==> src/rtl/arg_max_pkg.sv <==
// Shared types and the strict-better comparison used by the argmax/argmin engines.
// Operands arrive left-justified in CMP_W bits so one function covers every sample width.
package arg_max_pkg;

  localparam int CMP_W = 64;

  typedef enum logic [1:0] {IDLE, ACC, DONE} state_t;

  function automatic logic better(input logic [CMP_W-1:0] a,
                                  input logic [CMP_W-1:0] b,
                                  input logic             signed_mode,
                                  input logic             min_mode);
    logic gt;
    logic lt;
    if (signed_mode) begin
      gt = $signed(a) > $signed(b);
      lt = $signed(a) < $signed(b);
    end else begin
      gt = a > b;
      lt = a < b;
    end
    return min_mode ? lt : gt;
  endfunction

endpackage

==> src/rtl/arg_cmp_param.sv <==
// Combinational flag: 1 when a strictly beats b (larger for argmax, smaller for argmin).
// Left-justifying keeps the sign bit at the top, so signed and unsigned compares stay exact.
module arg_cmp_param
  import arg_max_pkg::*;
#(
  parameter int WIDTH    = 8,
  parameter int SIGNED   = 0,
  parameter int FIND_MIN = 0
) (
  input  logic [WIDTH-1:0] a,
  input  logic [WIDTH-1:0] b,
  output logic             a_better
);

  logic [CMP_W-1:0] a_j;
  logic [CMP_W-1:0] b_j;

  assign a_j      = CMP_W'(a) << (CMP_W - WIDTH);
  assign b_j      = CMP_W'(b) << (CMP_W - WIDTH);
  assign a_better = better(a_j, b_j, 1'(SIGNED), 1'(FIND_MIN));

endmodule

==> src/rtl/arg_max_stream.sv <==
// Streaming argmax/argmin over frames of up to N samples; result held until out_ready.
// Result appears 1 cycle after the final accept; input is stalled while a result is pending.
module arg_max_stream
  import arg_max_pkg::*;
#(
  parameter int WIDTH    = 8,
  parameter int N        = 10,
  parameter int SIGNED   = 0,
  parameter int FIND_MIN = 0,
  localparam int IDX_W   = $clog2(N)
) (
  input  logic             clk,
  input  logic             rst,
  input  logic             in_valid,
  output logic             in_ready,
  input  logic [WIDTH-1:0] in_data,
  input  logic             in_last,
  output logic             out_valid,
  input  logic             out_ready,
  output logic [IDX_W-1:0] out_idx,
  output logic [WIDTH-1:0] out_val,
  output logic [IDX_W:0]   out_cnt
);

  localparam logic [IDX_W:0] LAST_POS = (IDX_W+1)'(N - 1);

  state_t           state_q, state_d;
  logic [WIDTH-1:0] best_val_q, best_val_d;
  logic [IDX_W-1:0] best_idx_q, best_idx_d;
  logic [IDX_W:0]   cnt_q, cnt_d;
  logic             accept;
  logic             in_better;

  arg_cmp_param #(
    .WIDTH    (WIDTH),
    .SIGNED   (SIGNED),
    .FIND_MIN (FIND_MIN)
  ) u_cmp (
    .a        (in_data),
    .b        (best_val_q),
    .a_better (in_better)
  );

  always_comb begin
    state_d    = state_q;
    best_val_d = best_val_q;
    best_idx_d = best_idx_q;
    cnt_d      = cnt_q;
    accept     = in_valid && (state_q != DONE);
    case (state_q)
      IDLE: begin
        if (accept) begin
          best_val_d = in_data;
          best_idx_d = '0;
          cnt_d      = (IDX_W+1)'(1);
          state_d    = in_last ? DONE : ACC;
        end
      end
      ACC: begin
        if (accept) begin
          // Strict compare: ties keep the earlier index.
          if (in_better) begin
            best_val_d = in_data;
            best_idx_d = cnt_q[IDX_W-1:0];
          end
          cnt_d = cnt_q + (IDX_W+1)'(1);
          if (in_last || cnt_q == LAST_POS) state_d = DONE;
        end
      end
      DONE: begin
        if (out_ready) state_d = IDLE;
      end
      default: state_d = IDLE;
    endcase
  end

  always_ff @(posedge clk) begin
    if (rst) begin
      state_q    <= IDLE;
      best_val_q <= '0;
      best_idx_q <= '0;
      cnt_q      <= '0;
    end else begin
      state_q    <= state_d;
      best_val_q <= best_val_d;
      best_idx_q <= best_idx_d;
      cnt_q      <= cnt_d;
    end
  end

  assign in_ready  = (state_q != DONE);
  assign out_valid = (state_q == DONE);
  assign out_idx   = best_idx_q;
  assign out_val   = best_val_q;
  assign out_cnt   = cnt_q;

endmodule

==> config.mk <==
export PLATFORM = sky130hd
export DESIGN_NAME = arg_max_stream
export DESIGN_NICKNAME = d
export VERILOG_FILES = /design/src/rtl/arg_max_pkg.sv /design/src/rtl/arg_cmp_param.sv /design/src/rtl/arg_max_stream.sv
export SDC_FILE = /design/constraint.sdc
export NUM_CORES = 1
export LEC_CHECK = 0
export CAP_MARGIN = 20
export CORE_AREA = 2 2 59 61
export CTS_CLUSTER_DIAMETER = 100
export CTS_CLUSTER_SIZE = 40
export DETAILED_ROUTE_END_ITERATION = 7
export DIE_AREA = 0 0 61 63
export GPL_ROUTABILITY_DRIVEN = 0
export SLEW_MARGIN = 30
export SYNTH_ARGS = -nofsm -noshare
export SYNTH_HDL_FRONTEND = slang
export SYNTH_SLANG_ARGS = --single-unit
==> constraint.sdc <==
create_clock -name clk -period 2.2 [get_ports clk]
set_input_delay 0.22 -clock clk [delete_from_list [all_inputs] [get_ports clk]]
set_output_delay 0.22 -clock clk [all_outputs]
set_load 0.02 [all_outputs]
==> results of run 1 <==
[final cells by class]
cell class	count	area (sq um)	area share
inverters	11	41.29	0.02797
well taps	46	57.56	0.03898
multi-input cells	83	638.1	0.4322
repair buffers	34	332.8	0.2254
flip-flops and latches	19	380.4	0.2576
clock buffers	4	26.28	0.01780
[worst max-delay path: stages, from the launching register on]
cell	delay [ps]
dfxtp_1	360
inv_2	130
nand2_1	120
inv_1	70
clkdlybuf4s50_1	600
[metal layers]
| layer | wire, um | share of wire |
|---|---|---|
| met1 | 1110 | 0.50 |
| met2 | 968 | 0.44 |
| met3 | 111 | 0.050 |
| met4 | 12 | 0.0054 |
| met5 | 0 | 0 |
[synthesized netlist by cell type (all sizes together)]
cell type	number	share of area
a2111oi	1	0.026
a21o	2	0.014
a21oi	4	0.026
a31oi	2	0.012
and2b	1	0.0070
buf	1	0.010
clkbuf	2	0.0070
dfxtp	19	0.35
ha	10	0.12
inv	11	0.038
mux2i	13	0.12
nand2	8	0.028
nand2b	21	0.12
nand4	4	0.023
nor2	5	0.017
nor2b	1	0.0058
nor3	2	0.0093
nor3b	1	0.0070
o211ai	1	0.0070
o21bai	1	0.0070
o22a	1	0.0081
o31ai	1	0.0070
or3	1	0.0058
xor2	3	0.024
[cells in the final DEF, fill, tap and decap left out]
cell type,netlist,routed
clkbuf_1,2,1
inv_2,1,1
and2b_1,1,1
o22a_1,1,1
clkbuf_4,0,3
o31ai_1,1,1
nor3b_1,1,1
a21oi_2,2,2
mux2i_1,13,13
xor2_1,3,3
nor3_1,2,2
a31oi_1,2,2
nand2_1,8,8
inv_1,10,10
nand4_1,4,4
a2111oi_4,1,1
o211ai_1,1,1
or3_1,1,1
a21oi_1,2,2
nor2b_1,1,1
ha_1,10,10
o21bai_1,1,1
clkdlybuf4s50_1,0,31
a21o_1,2,2
buf_4,0,3
dfxtp_1,19,19
nand2b_1,21,21
nor2_1,5,5
[registers in the layout (all words and copies together) (netlist names)]
signal	flops
out_cnt	5
out_idx	4
out_val	8
state_q	2
[power groups by stage]
stage | sequential (mW) | combinational (mW) | clock, mW
after detailed placement | 0.382 | 0.184 | 0
after global routing | 0.377 | 0.202 | 0.205
after global placement | 0.381 | 0.184 | 0
after CTS | 0.374 | 0.185 | 0.186
final | 0.374 | 0.183 | 0.173
after floorplan | 0.394 | 0.0959 | 0
[cell families (layout without fill, tap and decap cells)]
kind of cell | after synthesis | in the layout | synth area share
mux | 13 | 13 | 0.1206
xor+xnor | 3 | 3 | 0.02437
flops | 19 | 19 | 0.3527
buf+inv | 14 | 49 | 0.05569
fa+ha+maj | 10 | 10 | 0.1160
simple gates | 44 | 44 | 0.2251
compound gates | 13 | 13 | 0.1056
[final timing paths]
check | endpoint | depth (start not counted)
worst max-delay path | out_valid | 4
worst min-delay path | out_idx[3]$_SDFFE_PP0P_ | 2
worst min register to register | out_idx[3]$_SDFFE_PP0P_ | 2
worst max register to register | out_idx[2]$_SDFFE_PP0P_ | 8
==> results.toml, run 1 <==
[layout]
fin_util = 0.4568
nFillCells = 353
instances_no_fill = 197
nNetsFinal = 175
diodes = 0
final_area_sq_um = 1476
syn2layout_area_growth_pct = 36.89
drive_gt1_frac = 0.06623

[drt]
routed_via_density = 4.629
ant_nets = 0
wire_per_inst_um = 11.18
drc_errors = 0
first_pass_iters = 4
wl_mm = 2.203
drt_iter0_markers = 24
vias = 912

[grt]
antenna_found_initial = 0
met2_usage = 0.1922
grt_pass1_wl_mm = 3.822
grt_pass1_vias = 886
grt_use_met3 = 0.02484
grt_use_total = 0.1273
grt_overflow = 0
met1_usage = 0.1755
globalRoute.busiestLayer = "met2"
grt_max_degree = 26

[cts]
numCtsBuffers = 3
cts_setup_buffers = 0
clk-insertion-delay-late_ps = 290
cts_tree = "built"
post_cts_resized = 0
clkSlewWorstSetupHoldPaths_ps = 110
clockBufferDepth = 2
ctsHtreeMaxLevel = 1
clock_sinks = 19
cts_root_buf = "clkbuf_4"
cts_hold_buffers = 0

[placement]
dp_hpwl_mm = 1.701
place_ws_ps = 193.0
placed_area_sq_um = 1450
dp.cells = 193
io_buffers = 31

[sta]
tns_ps = 0
period_needed_ps = 1784
hold_viol = 0
rsz0062_at_grt = "no"
tightest_slew_ps = 382.3
whs_ps = 485.0
slew_violations = 0
fmax_ghz = 0.5605
fin_skew_ps = 9.540
finalCritPeriodShare = 0.8109
setup_viol = 0
relSlewSlack = 0.7432
fin_ws_ps = 416.0

[power_and_ir_drop]
p_per_area_nw_per_um2 = 494.0
p_leak_nw = 0.5698
p_clk_frac = 0.237
pwr-share-seq = 0.512
netSwitchingFraction = 0.2801
switchingPower_mw = 0.2043
internal-power_mw = 0.5251
p_comb_frac = 0.251
finalPower_mw = 0.7294
vdd_ir_drop_max_uv = 216.5

[yosys]
synth_warnings = 0
synthCells = 116
seq_area_frac_synth = 0.3527
syn_nets = 139
synth-seq-cells = 19
syn_avg_cell_area_sq_um = 9.298
syn_area_sq_um = 1079
synth_cell_types = 26

[floorplan]
die_area_sq_um = 3843
die_w_um = 61
io_pins = 32
std_cell_rows = 21
fp.dieH_um = 63
initial_core_util = 0.3337
coreArea_sq_um = 3232

[setup_path]
r2r-start = "out_val[5]$_SDFFE_PP0P_"
cp-startpoint = "state_q[0]$_SDFFE_PP0P_"
reg2reg_setup_slack_ps = 450
cp.required_ps = 1980
path_class = "reg2out"
endpoint_kind = "output port"
arrival_ps = 1560
startpoint_type = "register"
cp_max_fo = 6

[worst_hold_path]
min_from = "out_idx[3]$_SDFFE_PP0P_"
min_path_type = "reg2reg"

[run_status]
outcome = "finished clean"

[job]
drv_cap = 0
(Power assumes the default switching activity.)
==> run 2: changes to the inputs <==
- clock period: 2.2 -> 1.45 ns (I/O delays scaled with it)
==> results.toml, run 2 (synthesis gave the netlist of run 1 again) <==
[cts]
clockBufferDepth = 2
cts_tree = "built"
numCtsBuffers = 3
clk-insertion-delay-late_ps = 300
clkSlewWorstSetupHoldPaths_ps = 120
cts_hold_buffers = 0
ctsHtreeMaxLevel = 1
cts_root_buf = "clkbuf_4"
clock_sinks = 19

[job]
drv_cap = 0

[run_status]
outcome = "complete, but fails checks"
violations = "negative setup slack"

[setup_path]
arrival_ps = 1910
cp_max_fo = 7
endpoint_kind = "register"
critPathBufInv = 2
cp.required_ps = 1680
crit_chain = "inv_2, ha_4, nor2b_4, o211ai_1, a21o_1, a21oi_4, buf_12, mux2i_1"
crit_family = "compound AO/OA/AOI/OAI gates"
crit_slowest_cell = "dfxtp_4"
slowest_delay_ps = 370
startpoint_type = "register"
path_class = "reg2reg"

[sta]
fin_ws_ps = -229.1
tns_ps = -2527
setup_viol = 12
fin_skew_ps = 5.035
slew_violations = 0
tightest_slew_ps = 444.8
rsz0062_at_grt = "yes"
finalCritPeriodShare = 1.158
fmax_ghz = 0.5956
relSlewSlack = 0.7012
period_needed_ps = 1679
hold_viol = 0

[layout]
drive_gt1_frac = 0.2781
final_common_cell = "nand2b_1"
fin_util = 0.5331
nNetsFinal = 193
diodes = 0
syn2layout_area_growth_pct = 59.74
instances_no_fill = 215
layout_common_cells = "nand2b_1 (21), buf_4 (19), mux2i_1 (13), clkdlybuf4s50_1 (13), dlygate4sd2_1 (13)"
largest_register_ffs = 8

[floorplan]
std_cell_rows = 21
initial_core_util = 0.3337
fp.dieH_um = 63
coreArea_sq_um = 3232
io_pins = 32
die_area_sq_um = 3843
die_w_um = 61

[grt]
grt_overflow = 0
grt_pass1_vias = 1030
grt_use_total = 0.1459
grt_pass1_wl_mm = 4.367
grt_max_degree = 20
antenna_found_initial = 0

[power_and_ir_drop]
netSwitchingFraction = 0.3016
p_per_area_nw_per_um2 = 706.4
switchingPower_mw = 0.3670
internal-power_mw = 0.8500
p_leak_nw = 0.7940
pwr-share-seq = 0.462
p_comb_frac = 0.306
p_clk_frac = 0.232
vdd_ir_drop_max_uv = 281.9

[placement]
dp_hpwl_mm = 1.837
io_buffers = 31
place_ws_ps = -928.1
dp.cells = 206

[drt]
vias = 969
first_pass_iters = 4
drc_errors = 0
wl_mm = 2.533
routed_via_density = 4.507
drt_iter0_markers = 20
wire_per_inst_um = 11.78
ant_nets = 0

[worst_hold_path]
min_path_type = "in2reg"
run 2: final cells by class:
cell class / count / area, sq um
Fill cell: 334 / 1509
Multi-Input combinational cell: 83 / 732.0
Timing Repair Buffer: 52 / 470.5
Sequential cell: 19 / 394.1
Tap cell: 46 / 57.56
Inverter: 11 / 41.29
Clock buffer: 3 / 22.52
Clock inverter: 1 / 5.005
run 2: worst register-to-register path, stage by stage (launching register included):
cell and delay [ps]:
dfxtp_4 370, inv_2 40, ha_4 250, nor2b_4 130
o211ai_1 80, a21o_1 200, a21oi_4 200, buf_12 160
mux2i_1 180
run 2: worst paths after layout:
path,startpoint,to,cells after the start,slack (ps)
min,in_data[0],out_val[0]$_SDFFE_PP0P_,3,440
max,out_val[1]$_SDFFE_PP0P_,out_val[7]$_SDFFE_PP0P_,8,-230
max reg2reg,out_val[1]$_SDFFE_PP0P_,out_val[7]$_SDFFE_PP0P_,8,-230
min reg2reg,out_idx[3]$_SDFFE_PP0P_,out_idx[3]$_SDFFE_PP0P_,2,490
run 2: stage by stage:
step | power (mW) | hold slack (ps) | cell area (sq um)
after floorplan | 0.7589 | 289.1 | 1132
after global placement | 0.9053 | 463.3 | 1602
after detailed placement | 0.9106 | 476.3 | 1602
after CTS | 1.209 | 430.4 | 1667
after global routing | 1.295 | 438.1 | 1723
final | 1.217 | 437.6 | 1723
run 2: power groups by stage:
stage	combinational (mW)	clock (mW)	sequential, mW
after detailed placement	0.336	0	0.574
after CTS	0.348	0.297	0.563
final	0.372	0.283	0.562
after floorplan	0.158	0	0.600
after global routing	0.410	0.319	0.566
after global placement	0.332	0	0.573
run 2: metal layers:
| layer | GRT usage | wire length [um] | part of all wire |
|---|---|---|---|
| met4 | 0.04891 | 14 | 0.0055 |
| met3 | 0.02692 | 120 | 0.047 |
| met2 | 0.2366 | 1228 | 0.48 |
| met5 | 0 | 0 | 0 |
| met1 | 0.1899 | 1169 | 0.46 |
run 2: repair_timing:
| action | CTS | global route |
|---|---|---|
| pin swaps | 2 | 2 |
| cloned | 0 | 0 |
| resized for setup | 19 | 10 |
| setup endpoints to repair | 27 | 17 |
| buffers inserted | 3 | 2 |
